==> config.mk <==
export PLATFORM = sky130hd
export DESIGN_NAME = seg7_scan_driver
export DESIGN_NICKNAME = d
export VERILOG_FILES = /design/src/rtl/seg7_pkg.sv /design/src/rtl/bin2bcd_seq.sv /design/src/rtl/seg7_scan_driver.sv
export SDC_FILE = /design/constraint.sdc
export NUM_CORES = 1
export LEC_CHECK = 0
export CORE_AREA = 2 2 77 79
export CTS_BUF_LIST = sky130_fd_sc_hd__clkbuf_16
export CTS_CLUSTER_DIAMETER = 120
export DETAILED_ROUTE_END_ITERATION = 10
export DIE_AREA = 0 0 79 81
export PLACE_DENSITY_LB_ADDON = 0.12
export REMOVE_ABC_BUFFERS = 1
export SLEW_MARGIN = 25
export SYNTH_ARGS = -nofsm -noshare
export SYNTH_HDL_FRONTEND = slang
export SYNTH_HIERARCHICAL = 1
export SYNTH_SLANG_ARGS = --single-unit
==> constraint.sdc <==
create_clock -name clk -period 5.13 [get_ports clk]
set_clock_uncertainty 0.2 [all_clocks]
set_input_delay 0.513 -clock clk [delete_from_list [all_inputs] [get_ports clk]]
set_output_delay 0.513 -clock clk [all_outputs]
set_load 0.03 [all_outputs]
==> src/rtl/seg7_pkg.sv <==
// Shared constants, FSM state type and BCD helper for the 7-segment scan driver.
package seg7_pkg;

  localparam int unsigned BIN_W   = 8;
  localparam int unsigned BCD_W   = 12;
  localparam int unsigned SEG_W   = 7;
  localparam int unsigned NUM_DIG = 3;
  localparam int unsigned SLOT_W  = 2;
  localparam int unsigned CNT_W   = 3;

  localparam logic [SEG_W-1:0]  SEG_BLANK = 7'h00;

  localparam logic [SLOT_W-1:0] DIG_ONES = 2'd0;
  localparam logic [SLOT_W-1:0] DIG_TENS = 2'd1;
  localparam logic [SLOT_W-1:0] DIG_HUND = 2'd2;

  typedef enum logic {
    IDLE  = 1'b0,
    SHIFT = 1'b1
  } conv_state_e;

  // Double-dabble correction: a nibble of 5 or more gets 3 added before the shift.
  function automatic logic [3:0] add3(input logic [3:0] nib);
    return (nib >= 4'd5) ? 4'(nib + 4'd3) : nib;
  endfunction

endpackage

==> src/rtl/bin2bcd_seq.sv <==
// Sequential 8-bit binary to 3-digit BCD converter (shift-and-add-3, 8 iterations).
module bin2bcd_seq
  import seg7_pkg::*;
(
  input  logic             clk,
  input  logic             rst_n,
  input  logic [BIN_W-1:0] value,
  input  logic             load,
  output logic             busy,
  output logic             done,
  output logic [BCD_W-1:0] bcd
);

  conv_state_e      state_q;
  logic [BIN_W-1:0] bin_q;
  logic [BCD_W-1:0] acc_q;
  logic [CNT_W-1:0] cnt_q;

  logic [BCD_W-1:0]       acc_adj;
  logic [BCD_W+BIN_W-1:0] shifted;

  // One iteration: correct every nibble, then shift {acc, bin} left by one.
  always_comb begin
    acc_adj = {add3(acc_q[11:8]), add3(acc_q[7:4]), add3(acc_q[3:0])};
    shifted = {acc_adj[BCD_W-2:0], bin_q, 1'b0};
  end

  // Converter FSM; bcd holds the last completed result and only moves on done.
  always_ff @(posedge clk) begin
    if (!rst_n) begin
      state_q <= IDLE;
      bin_q   <= '0;
      acc_q   <= '0;
      cnt_q   <= '0;
      busy    <= 1'b0;
      done    <= 1'b0;
      bcd     <= '0;
    end else begin
      done <= 1'b0;
      case (state_q)
        IDLE: begin
          if (load) begin
            bin_q   <= value;
            acc_q   <= '0;
            cnt_q   <= '0;
            busy    <= 1'b1;
            state_q <= SHIFT;
          end
        end
        SHIFT: begin
          acc_q <= shifted[BCD_W+BIN_W-1:BIN_W];
          bin_q <= shifted[BIN_W-1:0];
          cnt_q <= cnt_q + 3'd1;
          if (cnt_q == 3'd7) begin
            bcd     <= shifted[BCD_W+BIN_W-1:BIN_W];
            done    <= 1'b1;
            busy    <= 1'b0;
            state_q <= IDLE;
          end
        end
        default: state_q <= IDLE;
      endcase
    end
  end

endmodule

==> src/rtl/seg7_scan_driver.sv <==
// Converts a binary value to BCD and scans it onto a 3-digit common-cathode display.
module seg7_scan_driver
  import seg7_pkg::*;
#(
  parameter int unsigned SCAN_DIV = 1000,
  parameter bit          BLANK_LZ = 1'b1
) (
  input  logic               clk,
  input  logic               rst_n,
  input  logic [BIN_W-1:0]   value,
  input  logic               load,
  output logic               busy,
  output logic               done,
  output logic [SEG_W-1:0]   segments,
  output logic [NUM_DIG-1:0] digit_sel
);

  localparam int unsigned      PRE_W    = (SCAN_DIV > 1) ? $clog2(SCAN_DIV) : 1;
  localparam logic [PRE_W-1:0] PRE_LAST = PRE_W'(SCAN_DIV - 1);

  logic [BCD_W-1:0] bcd;
  logic [3:0]       d2, d1, d0;

  logic [PRE_W-1:0]   pre_q;
  logic [SLOT_W-1:0]  slot_q;
  logic [SLOT_W-1:0]  slot_nxt;
  logic [SEG_W-1:0]   seg_nxt;
  logic [NUM_DIG-1:0] sel_nxt;
  logic               blank_hund;
  logic               blank_tens;

  bin2bcd_seq u_conv (
    .clk   (clk),
    .rst_n (rst_n),
    .value (value),
    .load  (load),
    .busy  (busy),
    .done  (done),
    .bcd   (bcd)
  );

  assign d2 = bcd[11:8];
  assign d1 = bcd[7:4];
  assign d0 = bcd[3:0];

  // Digit decoder, segment order {g,f,e,d,c,b,a}; non-decimal codes stay dark.
  function automatic logic [SEG_W-1:0] seg_decode(input logic [3:0] dig);
    case (dig)
      4'd0:    return 7'h3F;
      4'd1:    return 7'h06;
      4'd2:    return 7'h5B;
      4'd3:    return 7'h4F;
      4'd4:    return 7'h66;
      4'd5:    return 7'h6D;
      4'd6:    return 7'h7D;
      4'd7:    return 7'h07;
      4'd8:    return 7'h7F;
      4'd9:    return 7'h6F;
      default: return SEG_BLANK;
    endcase
  endfunction

  // Next slot and its segment pattern, including leading-zero blanking.
  always_comb begin
    blank_hund = BLANK_LZ && (d2 == 4'd0);
    blank_tens = BLANK_LZ && (d2 == 4'd0) && (d1 == 4'd0);
    slot_nxt   = (slot_q == DIG_HUND) ? DIG_ONES : SLOT_W'(slot_q + 2'd1);
    sel_nxt    = NUM_DIG'(3'b001 << slot_nxt);
    case (slot_nxt)
      DIG_ONES: seg_nxt = seg_decode(d0);
      DIG_TENS: seg_nxt = blank_tens ? SEG_BLANK : seg_decode(d1);
      DIG_HUND: seg_nxt = blank_hund ? SEG_BLANK : seg_decode(d2);
      default:  seg_nxt = SEG_BLANK;
    endcase
  end

  // Prescaler and slot register; select and segments update together on wrap.
  always_ff @(posedge clk) begin
    if (!rst_n) begin
      pre_q     <= '0;
      slot_q    <= DIG_ONES;
      digit_sel <= 3'b001;
      segments  <= 7'h3F;
    end else if (pre_q == PRE_LAST) begin
      pre_q     <= '0;
      slot_q    <= slot_nxt;
      digit_sel <= sel_nxt;
      segments  <= seg_nxt;
    end else begin
      pre_q     <= PRE_W'(pre_q + 1'b1);
    end
  end

endmodule

==> flow_summary.ini, run 1 <==
[grt]
antenna_found_initial = 0
grt_pass1_vias = 2328
grt_overflow = 0
grt_pass1_wl_microns = 10300
grt_max_degree = 42
grtUsageTotal = 0.202

[timing]
final.setup.tns_ns = 0
worst_pin_slew_ns = 0.807
hold_violations = 0
rsz0062_at_grt = false
period_needed_ns = 2.49
slew_headroom = 0.460
fmax_mhz = 402
post-route-period-util = 0.485
slew_viol_final = 0
holdWs_ns = 0.236
setup_viol = 0

[worst_setup_path]
rrSetupSlack_ns = 3.10
r2r-end = segments[6]$_SDFFE_PN0P_
required_ns = 5.14
cp_slowest_stage_delay_ns = 1.00
arrival_ns = 2.50
crit_slowest_cell = clkdlybuf4s50_1
reg2reg_depth = 7
r2r_start = u_conv/bcd[5]$_SDFFE_PN0P_
cp-end-kind = flip-flop
start_kind = primary input
cp_cell_sequence = clkdlybuf4s50_1, inv_1, nor4_4, and3_1, a21oi_2
crit_family = buffers and inverters
path_max_fanout = 24
path_buf_inv = 2
setup.worst_path.class = primary input to flip-flop

[layout]
area_delta_synth_final_pct = 14.5
final_common_cell = dfxtp_1
drive_gt1_frac = 0.0851
num_antenna_cells = 0
final_nets = 415
stdcell_area_sq_mm = 0.00370
layout_common_cells = dfxtp_1 (59), nand2_1 (31), inv_1 (26), nor2_1 (22), clkdlybuf4s50_1 (22)
final_core_util = 0.652
n_fill_cell = 504

[routing]
totalWireLength_microns = 5900
route.detailed.drc = 0
drt-wirelength-per-cell_microns = 12.7
drtPass1Iterations = 4
drtAntennaViolNets = 0
dr_total_vias = 2552
drtIter0Drc = 83
vias_per_cell = 5.51

[power_and_ir_drop]
seq_power_share = 0.451
p_leak_uw = 0.00138
p_comb_frac = 0.048
p_per_area_mw_per_mm2 = 282
p_clk_frac = 0.501
switchingPower_uw = 235
power.internal_uw = 809
irDropWorstVdd_uv = 193
power_uw = 1040
p_sw_frac = 0.225

[logic_synthesis]
synth_edf_count = 0
ys_warn_count = 6
synth.distinct_cells = 55
synth_top_area_cell = dfxtp_1
synthArstFlopShare = 0
syn_area_sq_mm = 0.00323
syn_inst = 367
ys_seq_area_frac = 0.365
ys.flop_type = dfxtp_1
synthTopCellsByArea = dfxtp_1 (37%), ha_1 (8.1%), mux2i_1 (3.7%), nand2_1 (3.6%), o21ai_1 (3.3%)
yosysTopAreaCellShare = 0.365
synth.avg_cell_area_sq_um = 8.81
ys_seq_elements = 59

[cts]
clk_pin_slew_ns = 0.05
clkSinkCount = 59
cts_tree = yes
htreeDepth = 3
cts_resized = 0
clkLatencyLatePin_ns = 0.32
numCtsBuffers = 9
clockRootBuffer = clkbuf_16
post_cts_buffers = 0
hold_buffers = 0
clockBufferDepth = 2

[floorplan]
num_rows = 28
fp.dieH_microns = 81
die_area_sq_mm = 0.00640
coreArea_sq_mm = 0.00568
pin_count = 23
die_w_microns = 79
start_util = 0.569

[placement]
gp_congestion = 0.823
io_buffers = 22
hpwl_microns = 4190
post_dp_cell_area_sq_mm = 0.00344

[hold_path]
min_path_cells = 1
min-delay-start = pre_q[0]$_SDFF_PP0_
min_path_type = flip-flop to flip-flop
min_to = pre_q[0]$_SDFF_PP0_

[flow_run]
cap_violations = 0

[run_status]
status = completed
==> registers in the layout, summed over array words and instances, names as in the netlist <==
| signal | count |
|---|---|
| u_conv/acc_q | 12 |
| u_conv/bcd | 12 |
| pre_q | 10 |
| u_conv/bin_q | 8 |
| segments | 7 |
| u_conv/cnt_q | 3 |
| digit_sel | 2 |
| slot_q | 2 |
| u_conv/busy | 1 |
| u_conv/done | 1 |
| u_conv/state_q | 1 |
==> worst max-delay path by stage <==
| stage | to | cells after the start | from |
|---|---|---|---|
| 2_1_floorplan | u_conv/bcd[0]$_SDFFE_PN0P_ | 2 | u_conv/state_q$_SDFF_PN0_ |
| 3_3_place_gp | segments[0]$_SDFFE_PN1P_ | 5 | rst_n |
| 3_5_place_dp | segments[0]$_SDFFE_PN1P_ | 5 | rst_n |
| 4_1_cts | segments[0]$_SDFFE_PN1P_ | 5 | rst_n |
| 5_1_grt | segments[2]$_SDFFE_PN1P_ | 4 | rst_n |
| 6_report | segments[0]$_SDFFE_PN1P_ | 5 | rst_n |
==> logic make-up (layout without fill, tap and decap cells) <==
family / after synthesis / in the layout / synth area share
adder cells (fa/ha/maj): 21 / 21 / 0.0813
buffers and inverters: 43 / 64 / 0.0647
flip-flops: 59 / 59 / 0.365
XOR/XNOR: 12 / 12 / 0.0325
AND/OR/NAND/NOR: 121 / 121 / 0.211
AO/OA/AOI/OAI: 95 / 95 / 0.191
multiplexers: 16 / 16 / 0.0546
==> layout make-up <==
class | count | area [sq um] | share of cell area
clock buffers | 9 | 225 | 0.0609
inverters | 25 | 93.8 | 0.0254
well taps | 75 | 93.8 | 0.0254
repair buffers | 23 | 228 | 0.0615
multi-input cells | 265 | 1840 | 0.498
flip-flops and latches | 59 | 1180 | 0.319
clock inverters | 7 | 37.5 | 0.0101
==> power groups by stage <==
| stage | sequential [uW] | clock, uW | combinational, uW |
|---|---|---|---|
| after detailed placement | 481 | 0 | 50.6 |
| final | 471 | 523 | 50.2 |
| after global routing | 472 | 557 | 57.0 |
| after floorplan | 485 | 0 | 24.0 |
| after CTS | 471 | 535 | 50.7 |
| after global placement | 481 | 0 | 49.5 |
==> routing by layer <==
metal / track usage / part of all wire / wire, microns / vias up
met2: 0.344 / 0.48 / 2860 / 38
met4: 0.0776 / 0.010 / 61 / 0
met5: 0 / 0 / 0 / -
li1: - / - / - / 1304
met1: 0.246 / 0.47 / 2800 / 1201
met3: 0.0533 / 0.031 / 181 / 9
==> cell usage after synthesis, drive strengths merged, types with 2 or more instances <==
| master | count |
|---|---|
| and2 | 8 |
| a211oi | 2 |
| a31oi | 5 |
| ha | 21 |
| a21oi | 23 |
| clkbuf | 2 |
| nor2 | 23 |
| o22ai | 3 |
| o21ai | 38 |
| a21boi | 5 |
| nand2b | 16 |
| nor3b | 11 |
| nand4 | 4 |
| o21a | 3 |
| o32ai | 8 |
| nand3 | 7 |
| xnor2 | 8 |
| mux2 | 4 |
| buf | 16 |
| or2 | 4 |
| mux2i | 12 |
| inv | 25 |
| o2bb2ai | 2 |
| and3 | 4 |
| nand2 | 31 |
| nor2b | 7 |
| xor2 | 4 |
| dfxtp | 59 |
==> per-stage QoR <==
stage                     setup WS [ns]  std cells
after floorplan                    3.33        349
after global placement             2.34        447
after detailed placement           2.30        447
after CTS                          2.63        463
after global routing               2.48        463
final                              2.64        463
(Power assumes the default switching activity.)
==> inputs of run 2 (changes only) <==
CORE_AREA = 2 2 82 84   (was 2 2 77 79)
DIE_AREA = 0 0 84 86   (was 0 0 79 81)
clock period = 2.1 ns   (was 5.13 ns; I/O delays follow)
==> run 2 against run 1 <==
  * First-iteration DRC count shrank 9.6%
  * Critical endpoint is now segments[3]$_SDFFE_PN1P_
  * Worst setup slack lost 2.5 ns
  * Largest cell class unchanged
  * Utilization shrank 5.0 points
  * Cell count grew 1.9%
  * Final area grew 2.2%
==> flow_summary.ini, run 2 (same netlist as run 1, synthesis figures left out) <==
[floorplan]
start_util = 0.515
num_rows = 29
pin_count = 23
fp.dieH_microns = 86
die_w_microns = 84
die_area_sq_mm = 0.00722
coreArea_sq_mm = 0.00628

[cts]
clkLatencyLatePin_ns = 0.33
htreeDepth = 3
clockBufferDepth = 2
clk_pin_slew_ns = 0.05
clockRootBuffer = clkbuf_16
clkSinkCount = 59
numCtsBuffers = 9
cts_tree = yes

[routing]
dr_total_vias = 2538
drtAntennaViolNets = 0
drt-wirelength-per-cell_microns = 13.0
drtIter0Drc = 75
drtPass1Iterations = 5
totalWireLength_microns = 6160
vias_per_cell = 5.38
route.detailed.drc = 0

[timing]
worst_pin_slew_ns = 0.421
setup_viol = 0
rsz0062_at_grt = false
period_needed_ns = 1.98
slew_headroom = 0.719
slew_viol_final = 0
fmax_mhz = 505
final.setup.tns_ns = 0
hold_violations = 0
post-route-period-util = 0.942

[worst_setup_path]
crit_slowest_cell = dfxtp_1
arrival_ns = 2.03
crit_top_cell = a31oi_1
cp-end-kind = flip-flop
start_kind = flip-flop
path_buf_inv = 1
cp_cell_sequence = inv_1, ha_1, or2_1, a21oi_2, a31oi_1, a221o_1, a31oi_1
cp_slowest_stage_delay_ns = 0.45
setup.worst_path.class = flip-flop to flip-flop
required_ns = 2.15
path_max_fanout = 8
crit_family = compound AO/OA/AOI/OAI gates

[grt]
grt_max_degree = 41
grtUsageTotal = 0.182
antenna_found_initial = 0
grt_pass1_vias = 2389
grt_pass1_wl_microns = 10600
grt_overflow = 0

[layout]
final_nets = 422
num_antenna_cells = 0
top_regs = u_conv/acc_q (12), u_conv/bcd (12), pre_q (10)
n_fill_cell = 568
final_core_util = 0.603
drive_gt1_frac = 0.109
area_delta_synth_final_pct = 17.0
final_common_cell = dfxtp_1
layout_common_cells = dfxtp_1 (58), nand2_1 (31), inv_1 (24), nor2_1 (22), clkdlybuf4s50_1 (22)

[placement]
gp_congestion = 0.891
hpwl_microns = 4350
io_buffers = 22

[power_and_ir_drop]
p_leak_uw = 0.00141
p_per_area_mw_per_mm2 = 687
irDropWorstVdd_uv = 573

[flow_run]
cap_violations = 0

[run_status]
status = completed

[hold_path]
min_path_type = flip-flop to flip-flop
==> run 2: cell types whose count changed in the layout (fill, tap and decap cells not counted), sizes merged <==
cell / delta
buf: +7
clkinv: +1
clkinvlp: +1
inv: -2
==> run 2: layout make-up <==
cell class / count / area, sq um / area share
tap: 77 / 96.3 / 0.0255
sequential: 59 / 1180 / 0.313
clock inverter: 7 / 45.0 / 0.0119
inverter: 25 / 93.8 / 0.0248
clock buffer: 9 / 225 / 0.0595
timing repair buffer: 30 / 293 / 0.0774
multi-input combinational: 265 / 1850 / 0.488
==> run 2: per-layer routing <==
metal	global-route usage	routed length [microns]	part of all wire
met4	0.0953	129	0.021
met2	0.303	2840	0.46
met1	0.219	3000	0.49
met5	0	0	0
met3	0.0433	189	0.031
==> run 2: power by group <==
part	switching, uW	leakage, uW	total [uW]	internal (uW)
combinational	68.5	0.000806	133	64.1
clock	523	0.000126	1310	789
sequential	11.7	0.000479	1150	1140
==> run 2: worst register-to-register path: stages (launching register included) <==
cell and delay, ns:
dfxtp_1 0.45, inv_1 0.10, ha_1 0.18, or2_1 0.21, a21oi_2 0.15, a31oi_1 0.07, a221o_1 0.37, a31oi_1 0.17
==> run 2: final timing paths <==
| kind | startpoint | cells after the start | endpoint | slack [ns] |
|---|---|---|---|---|
| worst min-delay path | pre_q[0]$_SDFF_PP0_ | 1 | pre_q[0]$_SDFF_PP0_ | 0.24 |
| worst max register to register | u_conv/bcd[1]$_SDFFE_PN0P_ | 7 | segments[3]$_SDFFE_PN1P_ | 0.12 |
| worst max-delay path | u_conv/bcd[1]$_SDFFE_PN0P_ | 7 | segments[3]$_SDFFE_PN1P_ | 0.12 |
| worst min register to register | pre_q[0]$_SDFF_PP0_ | 1 | pre_q[0]$_SDFF_PP0_ | 0.24 |
==> run 2: repair_timing <==
action | in CTS | in global routing
buffers inserted | 0 | 0
endpoints found under the setup margin | 0 | 4
resized for setup | 0 | 2
hold buffers | 0 | 0
==> run 2: through the flow <==
stage	area (sq um)	cells	power [uW]	setup WS [ns]	hold WS (ns)
2_1_floorplan	3120	349	1240	0.300	0.126
3_3_place_gp	3510	456	1310	0.0781	0.234
3_5_place_dp	3510	456	1310	0.0505	0.240
4_1_cts	3780	472	2630	0.0320	0.248
5_1_grt	3780	472	2690	0.00221	0.269
6_report	3780	472	2600	0.121	0.238
==> inputs of run 3 (changes only) <==
CORE_AREA = 2 2 89 91   (was 2 2 82 84)
DIE_AREA = 0 0 91 93   (was 0 0 84 86)
SYNTH_HIERARCHICAL = not set   (was 1)
==> run 3 against run 2 <==
  * The flow now finishes with violations (setup timing)
  * Clock power up 18%
  * Worst hold slack got worse by 0.0033 ns
  * Combinational power rose by 27%
  * Final area increased by 51%
  * Register-to-register slack worse by 0.31 ns
  * Clock-buffer cell count did not move
  * Via count increased by 37%
  * Largest power group unchanged
==> flow_summary.ini, run 3 <==
[floorplan]
die_area_sq_mm = 0.00846
coreArea_sq_mm = 0.00753
start_util = 0.510
num_rows = 32
fp.dieH_microns = 93
pin_count = 23
die_w_microns = 91

[worst_setup_path]
cp_cell_sequence = ha_4, ha_4, a21boi_4, nand2_1, o21ai_2, inv_2, ha_1, o21ai_0, o311ai_4
setup.worst_path.class = flip-flop to flip-flop
required_ns = 2.10
arrival_ns = 2.29
cp-end-kind = flip-flop
crit_top_cell = ha_4
cp_slowest_stage_delay_ns = 0.34
path_max_fanout = 8
crit_slowest_cell = dfxtp_2
start_kind = flip-flop

[hold_path]
min_path_type = flip-flop to flip-flop

[cts]
cts_tree = yes
clockRootBuffer = clkbuf_16
clkLatencyLatePin_ns = 0.34
numCtsBuffers = 9
clockBufferDepth = 2
clk_pin_slew_ns = 0.06
clkSinkCount = 79
htreeDepth = 3

[logic_synthesis]
synthSimpleGateAreaFrac = 0.177
ys_top_cells_by_count = dfxtp_1 (79), nand2_1 (41), ha_1 (27)
ys_seq_elements = 79
syn_inst = 416
synth_top_family_by_area = compound AO/OA/AOI/OAI gates
synth_edf_count = 0
ys_seq_area_frac = 0.412
synth_most_common_cell = dfxtp_1
synth_mux_area_frac = 0.0342
synthTopCellsByArea = dfxtp_1 (41%), ha_1 (8.8%), nand2_1 (4.0%), mux2i_1 (3.1%), o21ai_0 (2.6%)
synth_top_area_cell = dfxtp_1
syn_area_sq_mm = 0.00384
synth.distinct_cells = 63
yosysTopAreaCellShare = 0.412
synthArstFlopShare = 0
synth.avg_cell_area_sq_um = 9.23
synthAdderAreaFrac = 0.0879
ys.flop_type = dfxtp_1
synth_compound_area_frac = 0.212
synth_xor_area_frac = 0.0205
ys_warn_count = 0

[power_and_ir_drop]
p_leak_uw = 0.00234
p_per_area_mw_per_mm2 = 571
irDropWorstVdd_uv = 625

[timing]
slew_headroom = 0.465
slew_viol_final = 0
hold_violations = 0
post-route-period-util = 1.09
period_needed_ns = 2.29
fmax_mhz = 436
worst_pin_slew_ns = 0.797
fin_ws_ns = -0.192
rsz0062_at_grt = true
setup_viol = 20

[layout]
final_nets = 560
layout_common_cells = buf_4 (83), dfxtp_1 (70), nand2_1 (39), nor2_1 (23), clkdlybuf4s50_1 (22)
num_antenna_cells = 0
n_fill_cell = 506
final_common_cell = buf_4
multiInputGateArea_sq_mm = 0.00259
final_core_util = 0.759
seq_area_sq_mm = 0.00160
area_delta_synth_final_pct = 48.7
drive_gt1_frac = 0.397

[grt]
grt_max_degree = 29
grt_pass1_wl_microns = 15400
grt_overflow = 0
grt_pass1_vias = 3406
antenna_found_initial = 0
grtUsageTotal = 0.225

[routing]
totalWireLength_microns = 10200
vias_per_cell = 5.54
drtPass1Iterations = 4
drtAntennaViolNets = 0
drtIter0Drc = 222
route.detailed.drc = 0
dr_total_vias = 3485
drt-wirelength-per-cell_microns = 16.2

[run_status]
violations = setup timing
status = finished with violations

[placement]
hpwl_microns = 6030
preCtsSetupSlack_ns = -0.378
io_buffers = 22
gp_congestion = 0.896

[flow_run]
cap_violations = 0
-- run 3: cells by family (layout without fill, tap and decap cells) --
kind of cell / after synthesis / after routing
XOR/XNOR: 9 / 9
adder cells (fa/ha/maj): 27 / 27
AO/OA/AOI/OAI: 109 / 109
AND/OR/NAND/NOR: 133 / 133
buffers and inverters: 46 / 157
multiplexers: 13 / 13
flip-flops: 79 / 79
-- run 3: final timing paths --
kind / slack, ns / startpoint / to / depth (start not counted)
worst min register to register: 0.24 / pre_q[0]$_SDFF_PP0_ / pre_q[0]$_SDFF_PP0_ / 1
worst max-delay path: -0.19 / u_conv.cnt_q[0]$_SDFFE_PN0P_ / flip-flop / 9
worst min-delay path: 0.24 / pre_q[0]$_SDFF_PP0_ / pre_q[0]$_SDFF_PP0_ / 1
worst max register to register: -0.19 / u_conv.cnt_q[0]$_SDFFE_PN0P_ / flip-flop / 9
-- run 3: critical path, delay by kind of cell (launching register included) --
kind	cells	cell delay (ns)
buffers and inverters	1	0.10
and+or+nand+nor	1	0.18
DFF	1	0.34
AOI/OAI and AO/OA	4	0.78
adders and majority gates	3	0.55
-- run 3: metal layers --
| metal | vias to the layer above | global-route usage | wire length (microns) |
|---|---|---|---|
| met4 | 0 | 0.0631 | 219 |
| met3 | 25 | 0.0572 | 340 |
| met2 | 98 | 0.421 | 5440 |
| met5 | - | 0 | 0 |
| met1 | 1664 | 0.252 | 4220 |
| li1 | 1698 | - | - |
-- run 3: through the flow --
stage | hold slack, ns | TNS, ns | instances | power, uW | cell area, sq um
finish | 0.235 | -1.65 | 629 | 3260 | 5710
global route | 0.257 | -2.91 | 629 | 3350 | 5710
CTS | 0.238 | -0.865 | 623 | 3280 | 5360
detailed placement | 0.231 | -6.02 | 591 | 1730 | 4620
global placement | 0.222 | -4.41 | 591 | 1720 | 4620
floorplan | 0.128 | -5.87 | 395 | 1640 | 3720
-- run 3: layout make-up --
| type | instances | area share |
|---|---|---|
| Tap cell | 102 | 0.0223 |
| Multi-Input combinational cell | 291 | 0.454 |
| Clock inverter | 7 | 0.0125 |
| Sequential cell | 79 | 0.280 |
| Timing Repair Buffer | 116 | 0.172 |
| Clock buffer | 9 | 0.0394 |
| Inverter | 25 | 0.0204 |
-- run 3: power by group --
part           switching (uW)  internal [uW]  total (uW)
logic                    84.0           85.4         169
registers                19.5           1520        1540
clock network             631            922        1550
-- run 3: timing repair --
| action | in CTS | in global routing |
|---|---|---|
| hold buffers | 0 | 0 |
| gates resized for setup | 82 | 65 |
| setup buffers | 16 | 6 |
| cloned | 0 | 0 |
| pin swaps | 28 | 26 |
| setup endpoints to repair | 23 | 24 |
